<file path="src/rtl/fifo_frame_packer.sv">
// fifo_frame_packer: pops 32-bit words from a synchronous FIFO one at a time and
// forwards them on a valid/ready stream. Every FRAME_LEN data words are followed
// by a modulo-2^32 sum checksum word flagged with out_last.
module fifo_frame_packer #(
    parameter int FRAME_LEN = 4,    // data words per frame, 1..255
    parameter int CNT_W     = 8     // width of frame_count
) (
    input  logic             clk,
    input  logic             rst,          // asynchronous, active-low
    input  logic             fifo_empty,
    output logic             fifo_rd_en,
    input  logic [31:0]      fifo_data,
    output logic [31:0]      out_data,
    output logic             out_valid,
    input  logic             out_ready,
    output logic             out_last,
    output logic [CNT_W-1:0] frame_count,
    output logic             busy
);

    // FETCH: request a word. WAIT: FIFO read data lands. SEND: offer a data word.
    // CSUM: offer the checksum word that closes the frame.
    typedef enum logic [1:0] {
        S_FETCH,
        S_WAIT,
        S_SEND,
        S_CSUM
    } state_t;

    localparam logic [7:0]       LAST_IDX = 8'(FRAME_LEN - 1);
    localparam logic [7:0]       CNT_ONE  = 8'd1;
    localparam logic [CNT_W-1:0] FC_ONE   = CNT_W'(1);

    state_t             state, state_nx;
    logic [7:0]         word_cnt, word_cnt_nx;
    logic [31:0]        csum, csum_nx;
    logic [31:0]        sum;
    logic [31:0]        out_data_nx;
    logic               out_valid_nx;
    logic               out_last_nx;
    logic [CNT_W-1:0]   frame_count_nx;
    logic               busy_nx;

    // Next-state, datapath update and the combinational FIFO read request.
    always_comb begin
        // NOTE: every signal gets a default before the case so no latch is inferred.
        state_nx       = state;
        word_cnt_nx    = word_cnt;
        csum_nx        = csum;
        out_data_nx    = out_data;
        out_valid_nx   = out_valid;
        out_last_nx    = out_last;
        frame_count_nx = frame_count;
        fifo_rd_en     = 1'b0;
        sum            = csum + out_data;

        case (state)
            S_FETCH: begin
                // Reset gating keeps the request low while the system is in reset.
                fifo_rd_en = !fifo_empty && rst;
                if (!fifo_empty) begin
                    state_nx = S_WAIT;
                end
            end

            S_WAIT: begin
                // The FIFO registered the word on the edge that ended FETCH.
                out_data_nx  = fifo_data;
                out_valid_nx = 1'b1;
                out_last_nx  = 1'b0;
                state_nx     = S_SEND;
            end

            S_SEND: begin
                if (out_ready) begin
                    csum_nx = sum;
                    if (word_cnt == LAST_IDX) begin
                        // Checksum follows directly; out_valid stays high.
                        out_data_nx = sum;
                        out_last_nx = 1'b1;
                        state_nx    = S_CSUM;
                    end else begin
                        word_cnt_nx  = word_cnt + CNT_ONE;
                        out_valid_nx = 1'b0;
                        state_nx     = S_FETCH;
                    end
                end
            end

            S_CSUM: begin
                if (out_ready) begin
                    out_valid_nx   = 1'b0;
                    out_last_nx    = 1'b0;
                    csum_nx        = '0;
                    word_cnt_nx    = '0;
                    frame_count_nx = frame_count + FC_ONE;
                    state_nx       = S_FETCH;
                end
            end

            default: begin
                state_nx = S_FETCH;
            end
        endcase

        // Registered busy reflects the state/word count it is registered alongside.
        busy_nx = (state_nx != S_FETCH) || (word_cnt_nx != 8'd0);
    end

    // State and output registers; reset discards any partial frame.
    always_ff @(posedge clk or negedge rst) begin
        if (!rst) begin
            state       <= S_FETCH;
            word_cnt    <= '0;
            csum        <= '0;
            out_data    <= '0;
            out_valid   <= 1'b0;
            out_last    <= 1'b0;
            frame_count <= '0;
            busy        <= 1'b0;
        end else begin
            // NOTE: non-blocking assignments so all registers update from pre-edge values.
            state       <= state_nx;
            word_cnt    <= word_cnt_nx;
            csum        <= csum_nx;
            out_data    <= out_data_nx;
            out_valid   <= out_valid_nx;
            out_last    <= out_last_nx;
            frame_count <= frame_count_nx;
            busy        <= busy_nx;
        end
    end

endmodule

</file>
<file path="config.mk">
export PLATFORM = sky130hd
export DESIGN_NAME = fifo_frame_packer
export DESIGN_NICKNAME = d
export VERILOG_FILES = /design/src/rtl/fifo_frame_packer.sv
export SDC_FILE = /design/constraint.sdc
export NUM_CORES = 1
export LEC_CHECK = 0
export ABC_AREA = 1
export CORE_ASPECT_RATIO = 1.75
export CORE_MARGIN = 10
export CORE_UTILIZATION = 50
export DETAILED_ROUTE_END_ITERATION = 7
export GPL_TIMING_DRIVEN = 0
export PLACE_DENSITY_LB_ADDON = 0.15
export SKIP_LAST_GASP = 1
export SLEW_MARGIN = 20
export SYNTH_ARGS = -nofsm -noshare
export SYNTH_HDL_FRONTEND = slang
export SYNTH_SLANG_ARGS = --single-unit
</file>
<file path="constraint.sdc">
create_clock -name clk -period 2.5 [get_ports clk]
set_input_delay 0.5 -clock clk [delete_from_list [all_inputs] [get_ports clk]]
set_output_delay 0.5 -clock clk [all_outputs]
set_load 0.03 [all_outputs]
</file>
==> flow_metrics.tcl <==
set metrics [dict create \
    route.detailed.drc 0 \
    routedWlPerCell_um 15.2 \
    clk_latency_ns 0.35 \
    design_power_total_w 0.0109 \
    timing.critical_path.from_type "input port" \
    coreArea_sq_um 12400 \
    post_drt_via_cell_ratio 4.95 \
    seqCellArea_sq_um 2130 \
    cts_max_level 3 \
    dpl-instance-area_sq_um 7280 \
    port_buffers 79 \
    die_x_um 105 \
    dp.final_hpwl_um 15200 \
    worstPathMaxFanout 44 \
    antenna_cells_inserted 0 \
    static-leakage-power_nw 4.27 \
    all_layer_gr_usage_pct 22.0 \
    report.final.slew_viol_count 0 \
    max_cap_viols 0 \
    grt_first_pass_wirelength_um 30900 \
    multi_input_area_sq_um 3470 \
    detail_route.first_pass.iterations 4 \
    cts-root-to-sink-buffers 2 \
    max_freq_mhz 420 \
    setup_viol 0 \
    first_global_vias 6341 \
    pin_count_of_the_biggest_net_entering_global_routing 45 \
    synth.yosys.seq_area_share_pct 34.0 \
    final.period_utilization_pct 95.2 \
    yosysUniqueCellTypes 38 \
    cts_tree "built" \
    critical_path.top_delay_family "buffers and inverters" \
    vdd_ir_drop_max_uv 803 \
    io-pin-count 80 \
    violations_in_the_final_reports "hold timing" \
    drive_above_1_share_pct 4.41 \
    nNetsFinal 1130 \
    yosys_register_bits 85 \
    finalInstanceArea_sq_um 7580 \
    end_kind "primary output" \
    cts.hold.buffers_added 0 \
    grt_setup_unrepaired "no" \
    tightestPinTransition_ns 0.656 \
    area.growth.synth_to_final_pct 21.2 \
    fill_cells 1260 \
    report.final.hold_viol_count 5 \
    number_of_antenna_violations_at_the_first_check_in_global_routing 0 \
    inserted_clock_buffers 9 \
    crit_path_cell_trace "buf_12 -> buf_16 -> nand2_1 -> nor2_1 -> clkdlybuf4s50_1" \
    crit_path_max_incr_delay_ns 0.67 \
    die_height_um 168 \
    arrival_time_of_the_worst_setup_path_ns 1.88 \
    post_synth_instance_area_sq_um 6260 \
    number_of_setup_buffers_added_after_cts 0 \
    fin_skew_ns 0.0103 \
    syn_nets 1039 \
    routed_wirelength_um 18700 \
    finalHoldWorstSlack_ns -0.0151 \
    floorplan.initialDensity_pct 50.6 \
    cts.reportedPaths.clkPinSlew_ns 0.07 \
    placementRows 54 \
    synthCells 969 \
    worst_max_slew_margin_expressed_relative_to_the_limit_pct 56.3 \
    time_the_worst_path_needs_with_i_o_delays_and_setup_ns 2.38 \
    critPathSlowestCell "clkdlybuf4s50_1" \
    power.density_nw_per_um2 1440 \
    grt_overflow 0 \
    fp.dieArea_sq_um 17600 \
    routed-via-count 6104 \
    place.gp.congestion 0.981 \
    initialDrtViolationCount 221 \
    hold_class "in -> async" \
    final_util_pct 61.3 \
    avgSynthCellArea_sq_um 6.46 \
    drtAntennaViolNets 0 \
    cts.root.buffer_cell "clkbuf_16" \
    postSynth.topFlopCell "dfrtp_1" \
    timing.setup.critical_path_class "in -> out" \
    number_of_enable_flip_flop_cells_after_synthesis 0 \
    status "complete, but fails checks" \
    clock_sink_count 85 \
    warning_count_from_the_yosys_run 0 \
    critical_path_required_ns 2.00 \
    path_buf_inv 3 \
    layout.cells.non_filler 1233 \
    post-place-cells 1217 \
    ys_async_sr_fraction_pct 100 \
]
[registers in the layout, indices dropped and copies added, names as in the netlist]
register,flops
busy,1
csum,32
frame_count,8
out_data,32
out_last,1
out_valid,1
state,2
word_cnt,8
[stage by stage]
step	worst slack (ns)	TNS, ns
2_1_floorplan	0.403	0
3_3_place_gp	-2.93	-199.61
3_5_place_dp	-0.226	-0.226
4_1_cts	0.00195	0
5_1_grt	0.00762	0
6_report	0.120	0
[layer usage]
layer  up-vias  global-route usage (%)  wire (um)
li1       3155                       -          -
met1      2775                    20.1       6560
met2       121                    44.0      10700
met3        53                    3.75        584
met4         0                    11.9        905
met5         -                       0          0
[cells by family after synthesis]
group | count (synthesis) | synth area share (%)
adders and majority gates | 34 | 6.92
buffers and inverters | 165 | 10.5
DFF | 85 | 34.0
and+or+nand+nor | 588 | 38.5
AOI/OAI and AO/OA | 73 | 6.62
xor gates and xnor gates | 24 | 3.48
[cell usage in the layout, fill, tap and decap left out, drive strengths merged]
| cell | n |
|---|---|
| nand2 | 433 |
| inv | 148 |
| dfrtp | 85 |
| nor2 | 84 |
| clkdlybuf4s50 | 78 |
| nand3 | 51 |
| ha | 33 |
| a21oi | 28 |
| o21ai | 27 |
| clkbuf | 19 |
| xor2 | 13 |
| buf | 13 |
| xnor2 | 11 |
| a22o | 6 |
| nand4 | 6 |
| nand3b | 4 |
| and2 | 4 |
| nor3 | 4 |
| a21o | 4 |
| o211ai | 3 |
| a31oi | 3 |
| o21bai | 2 |
| or2 | 1 |
| and3 | 1 |
| fa | 1 |
| clkinvlp | 1 |
| clkinv | 1 |
| bufinv | 1 |
[synth_stat cells, types with 5 or more instances]
master    count  share of area [%]
inv_1       143                8.6
ha_1         33                6.6
nand4_1       5               0.50
nand2_1     428                 26
dfrtp_1      85                 34
nand3_1      48                3.8
nor2_1       77                4.6
xor2_1       12                1.7
xnor2_1      11                1.5
buf_2         5               0.40
a21oi_1      28                2.2
o21ai_0      17                1.4
a22o_1        6               0.84
o21ai_1      10               0.80
clkbuf_1      6               0.36
[path summary, 6_finish.rpt]
path | slack, ns | cells past startpoint | to | from
min in group clk | 0.48 | 1 | frame_count[7] | frame_count[7]
max | 0.12 | 5 | fifo_rd_en | rst
max reg2reg | 0.22 | 12 | out_data[16] | out_data[0]
min | -0.02 | 1 | out_data[21] | rst
max in group asynchronous | 2.00 | 2 | csum[12] | rst
min reg2reg | 0.48 | 1 | frame_count[7] | frame_count[7]
[where the power goes]
part           total (W)  internal, W  switching, W
Clock            0.00136     0.000779      0.000580
Sequential       0.00242      0.00194      0.000480
Combinational    0.00714      0.00251       0.00463
Total             0.0109      0.00523       0.00569
[worst reg2reg max path, delay by kind of cell, from the launching register on]
kind	cells	cell delay, ns
xor+xnor	1	0.27
simple gates	9	0.80
fa+ha+maj	2	0.70
flops	1	0.40
[layout make-up]
type | count | area share (%)
Buffer | 17 | 1.32
Clock buffer | 13 | 3.17
Clock inverter | 3 | 0.610
Inverter | 148 | 7.36
Multi-Input combinational cell | 719 | 45.8
Sequential cell | 85 | 28.0
Tap cell | 168 | 2.77
Timing Repair Buffer | 80 | 10.9
[repair_timing]
item / in CTS / in global routing
resized for setup: 2 / 2
gates cloned: 0 / 0
setup endpoints to repair: 1 / 3
No activity file was read; power rests on OpenSTA's default activity.
